### src/rtl/sobel_filter.sv
// sobel_filter: 3-stage 3x3 Sobel edge filter with per-frame mode, 12-bit saturation
// and zeroing of windows that straddle line or frame borders.
module sobel_filter #(
    parameter int WIDTH  = 640,
    parameter int HEIGHT = 480,
    parameter int DW     = 12
) (
    input  logic              clk,
    input  logic              rst,
    input  logic              in_valid,
    input  logic              sof,
    input  logic [1:0]        mode,
    input  logic [3*DW-1:0]   win_top,
    input  logic [3*DW-1:0]   win_mid,
    input  logic [3*DW-1:0]   win_bot,
    output logic              out_valid,
    output logic [DW-1:0]     out_pix,
    output logic              frame_done
);
    localparam int CW = $clog2(WIDTH);
    localparam int RW = $clog2(HEIGHT);
    localparam int SW = DW + 2;
    localparam logic [SW:0] MAXV = (SW+1)'((1 << DW) - 1);

    logic [DW-1:0] t0, t1, t2, m0, m1, m2, b0, b1, b2;
    assign {t2, t1, t0} = win_top;
    assign {m2, m1, m0} = win_mid;
    assign {b2, b1, b0} = win_bot;

    function automatic logic [SW-1:0] wsum(input logic [DW-1:0] a, b, c);
        return SW'(a) + SW'({b, 1'b0}) + SW'(c);
    endfunction

    // col/row hold the position the next accepted pixel will take
    logic [CW-1:0] col, cur_col;
    logic [RW-1:0] row, cur_row;
    logic [1:0]    mode_r, cur_mode;
    logic          last_col, last_row, win_ok;
    always_comb begin
        cur_col  = sof ? '0 : col;
        cur_row  = sof ? '0 : row;
        cur_mode = sof ? mode : mode_r;
        last_col = cur_col == CW'(WIDTH - 1);
        last_row = cur_row == RW'(HEIGHT - 1);
        win_ok   = cur_row >= RW'(2) && cur_col >= CW'(2);
    end

    logic          v1, wv1, last1;
    logic [1:0]    mode1;
    logic [DW-1:0] ctr1;
    logic [SW-1:0] gxr1, gxl1, gyb1, gyt1;
    logic          v2, wv2, last2;
    logic [1:0]    mode2;
    logic [DW-1:0] ctr2;
    logic [SW-1:0] ax2, ay2;

    logic signed [SW:0] dx, dy;
    logic [SW-1:0]      ax, ay;
    logic [SW:0]        sum3, sel3;
    logic [DW-1:0]      sat3;
    always_comb begin
        dx   = $signed({1'b0, gxr1}) - $signed({1'b0, gxl1});
        dy   = $signed({1'b0, gyb1}) - $signed({1'b0, gyt1});
        ax   = SW'(dx[SW] ? -dx : dx);
        ay   = SW'(dy[SW] ? -dy : dy);
        sum3 = {1'b0, ax2} + {1'b0, ay2};
        sel3 = mode2 == 2'b00 ? {1'b0, ax2} :
               mode2 == 2'b01 ? {1'b0, ay2} :
               mode2 == 2'b10 ? sum3 : (SW+1)'(ctr2);
        sat3 = sel3 > MAXV ? {DW{1'b1}} : sel3[DW-1:0];
    end

    always_ff @(posedge clk) begin
        if (!rst) begin
            col <= '0; row <= '0; mode_r <= 2'b00;
            v1 <= 1'b0; wv1 <= 1'b0; last1 <= 1'b0; mode1 <= 2'b00; ctr1 <= '0;
            gxr1 <= '0; gxl1 <= '0; gyb1 <= '0; gyt1 <= '0;
            v2 <= 1'b0; wv2 <= 1'b0; last2 <= 1'b0; mode2 <= 2'b00; ctr2 <= '0;
            ax2 <= '0; ay2 <= '0;
            out_valid <= 1'b0; out_pix <= '0; frame_done <= 1'b0;
        end else begin
            if (in_valid) begin
                col <= last_col ? '0 : cur_col + CW'(1);
                row <= last_col ? (last_row ? '0 : cur_row + RW'(1)) : cur_row;
                if (sof) mode_r <= mode;
            end
            v1    <= in_valid;
            wv1   <= win_ok;
            last1 <= last_col && last_row;
            mode1 <= cur_mode;
            ctr1  <= m1;
            gxr1  <= wsum(t0, m0, b0);
            gxl1  <= wsum(t2, m2, b2);
            gyb1  <= wsum(b0, b1, b2);
            gyt1  <= wsum(t0, t1, t2);
            v2    <= v1;
            wv2   <= wv1;
            last2 <= last1;
            mode2 <= mode1;
            ctr2  <= ctr1;
            ax2   <= ax;
            ay2   <= ay;
            out_valid  <= v2;
            out_pix    <= wv2 ? sat3 : '0;
            frame_done <= v2 && last2;
        end
    end
endmodule

### config.mk
export PLATFORM = sky130hd
export DESIGN_NAME = sobel_filter
export DESIGN_NICKNAME = d
export VERILOG_FILES = /design/src/rtl/sobel_filter.sv
export SDC_FILE = /design/constraint.sdc
export NUM_CORES = 1
export LEC_CHECK = 0
export ABC_AREA = 1
export BUFFER_PORTS_ARGS = -buffer_cell sky130_fd_sc_hd__buf_4
export CAP_MARGIN = 20
export CORE_MARGIN = 2
export CORE_UTILIZATION = 45
export CTS_BUF_LIST = sky130_fd_sc_hd__clkbuf_4 sky130_fd_sc_hd__clkbuf_8
export CTS_CLUSTER_SIZE = 28
export DETAILED_ROUTE_END_ITERATION = 10
export GPL_TIMING_DRIVEN = 1
export PLACE_DENSITY = 0.63
export SYNTH_ARGS = -nofsm -noshare
export SYNTH_HDL_FRONTEND = slang
export SYNTH_SLANG_ARGS = --single-unit
### constraint.sdc
create_clock -name clk -period 2.75 [get_ports clk]
set_input_delay 0.275 -clock clk [delete_from_list [all_inputs] [get_ports clk]]
set_output_delay 0.275 -clock clk [all_outputs]
set_load 0.005 [all_outputs]
==> flow_summary.ini <==
[synthesis]
synth-edff-count = 0
synth_area_leaders = dfxtp_1, ha_1, nand2_1
yosys.area.top_type_share_pct = 27.2
synth_area_per_cell_um2 = 7.27
synth.distinct_cells = 55
synth_nets = 1816
ys_seq_area_share_pct = 27.2
synthCells = 1551
synth-async-reset-ratio_pct = 0
synth_ff_type = dfxtp_1
synth.ff_latch_count = 153
syn_area_mm2 = 0.0113
synth_top_area_cell = dfxtp_1
yosysWarnings = 0

[timing]
worst_hold_slack_ns = 0.0642
report.final.slew_viol_count = 0
fin_crit_sh_pct = 93.8
finalHoldViolations = 0
rsz0062_at_grt = true
min_period_ns = 2.58
fmax_ghz = 0.388
worstMarginPinSlew_ns = 0.812
slew_headroom_pct = 45.8
fin_worst_skew_ns = 0.0142
setup_viol = 0

[die]
die_w_um = 162
ios = 128
initial_core_util_pct = 46.1
rows = 57
die_area_mm2 = 0.0263
core_area_mm2 = 0.0245
die_y_um = 162

[drt]
routedWlPerCell_um = 14.5
post-route-drc-count = 0
first_iter_violations = 696
totalWireLength_um = 29500
viasPerCell = 5.08
firstDrtPassIters = 5
vias = 10300
ant_nets = 0

[setup_path]
critPathMaxFanout = 4
worstPathRequired_ns = 3.08
arrival_ns = 2.91
end_kind = flip-flop
worstSetupStartpointType = flip-flop
critical_path_class = reg -> reg

[power_and_ir_drop]
p_per_area_mw_per_mm2 = 734
power_leakage_uw = 0.00658
ir_worst_vdd_mv = 0.305

[place]
dp_hpwl_um = 24100
port_buffers = 127
gp_congestion = 0.899

[worst_hold_path]
hold_path_class = in -> reg

[cells_and_area]
diodes = 0
final_cell_mix = nand2_1, inv_1, a21oi_1, dfxtp_1, buf_4
drive_gt1_share_pct = 16.1
register_area_mm2 = 0.00306
area_growth_pct = 16.3
fin_nets = 1964
final_common_cell = nand2_1
nFillCells = 2404
finalCoreUtilization_pct = 53.6
multiInputGateArea_mm2 = 0.00713

[grt]
antenna_found_initial = 0
grt_util_all_layers_pct = 23.4
grt_pass1_vias = 9941
grt_remaining_overflow = 0
grt_max_degree = 51
grt_first_pass_wirelength_um = 49300

[clock_network]
clock-sinks = 153
root_buffer = clkbuf_8
clk_pin_slew_ns = 0.09
htreeDepth = 4
clk_latency_ns = 0.45
cts_tree = done
cts_buffers = 17
clockBufferDepth = 2

[run]
maxCapViolCount = 0

[status]
status = completed
-- cell families (layout without fill, tap and decap cells) --
| logic type | count (synthesis) | count (layout) | synth area share (%) |
|---|---|---|---|
| flip-flops | 153 | 153 | 27.2 |
| XOR/XNOR | 20 | 20 | 1.69 |
| adder cells (fa/ha/maj) | 151 | 151 | 20.2 |
| buffers and inverters | 277 | 438 | 9.73 |
| AND/OR/NAND/NOR | 640 | 640 | 25.8 |
| AO/OA/AOI/OAI | 310 | 310 | 15.4 |
-- worst paths after layout --
kind	start	end	slack (ns)	cells past startpoint
max	gyb1[0]	ay2[12]	0.17	14
min	mode[0]	mode1[0]	0.06	3
max reg2reg	gyb1[0]	ay2[12]	0.17	14
min reg2reg	ctr1[8]	ctr2[8]	0.42	2
-- sequential cells by signal, summed over array words and instances, names as in the netlist, 12 cells and up --
register / flops
ctr2: 12
out_pix: 12
gyb1: 14
ax2: 14
ctr1: 12
ay2: 14
gyt1: 14
gxl1: 14
gxr1: 14
-- stage by stage --
step	setup WS [ns]	TNS (ns)	instance area, µm²	instances	total power (µW)
4_1_cts	0.0907	0	13100	2035	9620
5_1_grt	-0.0300	-0.0300	13100	2036	10500
6_report	0.171	0	13100	2036	9620
2_1_floorplan	0.320	0	11300	1551	6700
3_3_place_gp	0.0719	0	12600	1991	7920
3_5_place_dp	0.0438	0	12600	1991	7980
-- cells in the mapped netlist (8+ instances only) --
cell type,number
o21a_1,13
ha_1,100
nand4_1,27
nor2_2,21
o21bai_1,9
inv_2,8
inv_1,238
o21ai_1,16
dfxtp_1,153
nand2_2,34
a21oi_1,153
fa_1,51
o21ai_0,76
nor2_1,110
nor3_1,16
nand2_1,316
nand3_1,91
clkbuf_1,16
xor2_1,14
-- layer usage --
layer  GRT usage, %  up-vias  part of all wire [%]
li1               -     5357                     -
met1           32.3     4703                    47
met2           38.7      249                    46
met3           3.50       36                   5.1
met4           5.67        0                   1.6
met5              0        -                     0
-- power breakdown --
part	internal, µW	switching (µW)
logic	1920	3300
clock network	685	913
registers	2570	222
-- final cells by class --
type                    count  share of cell area (%)
multi-input cells        1121                    54.4
clock inverters            13                   0.830
flip-flops and latches    153                    23.4
clock buffers              19                    1.95
well taps                 324                    3.09
repair buffers            159                    9.33
inverters                 247                    7.08
-- critical path: stages (launching register included) --
cell and delay (ns):
dfxtp_1 0.31, inv_1 0.04, ha_1 0.19, inv_2 0.10, fa_2 0.48, inv_1 0.10, ha_1 0.20, a21boi_0 0.19
nand3_1 0.14, nor2_2 0.12, nand3_1 0.11, nor3_2 0.14, nand4_1 0.12, a21oi_1 0.16, nor2_1 0.07
-- repair_timing --
action	CTS	global route
hold buffers	12	0
gates resized for setup	0	4
endpoints found under the setup margin	0	7
setup buffers	0	1
hold endpoints to repair	12	0
Note: power is estimated with default switching activity, not from simulation.
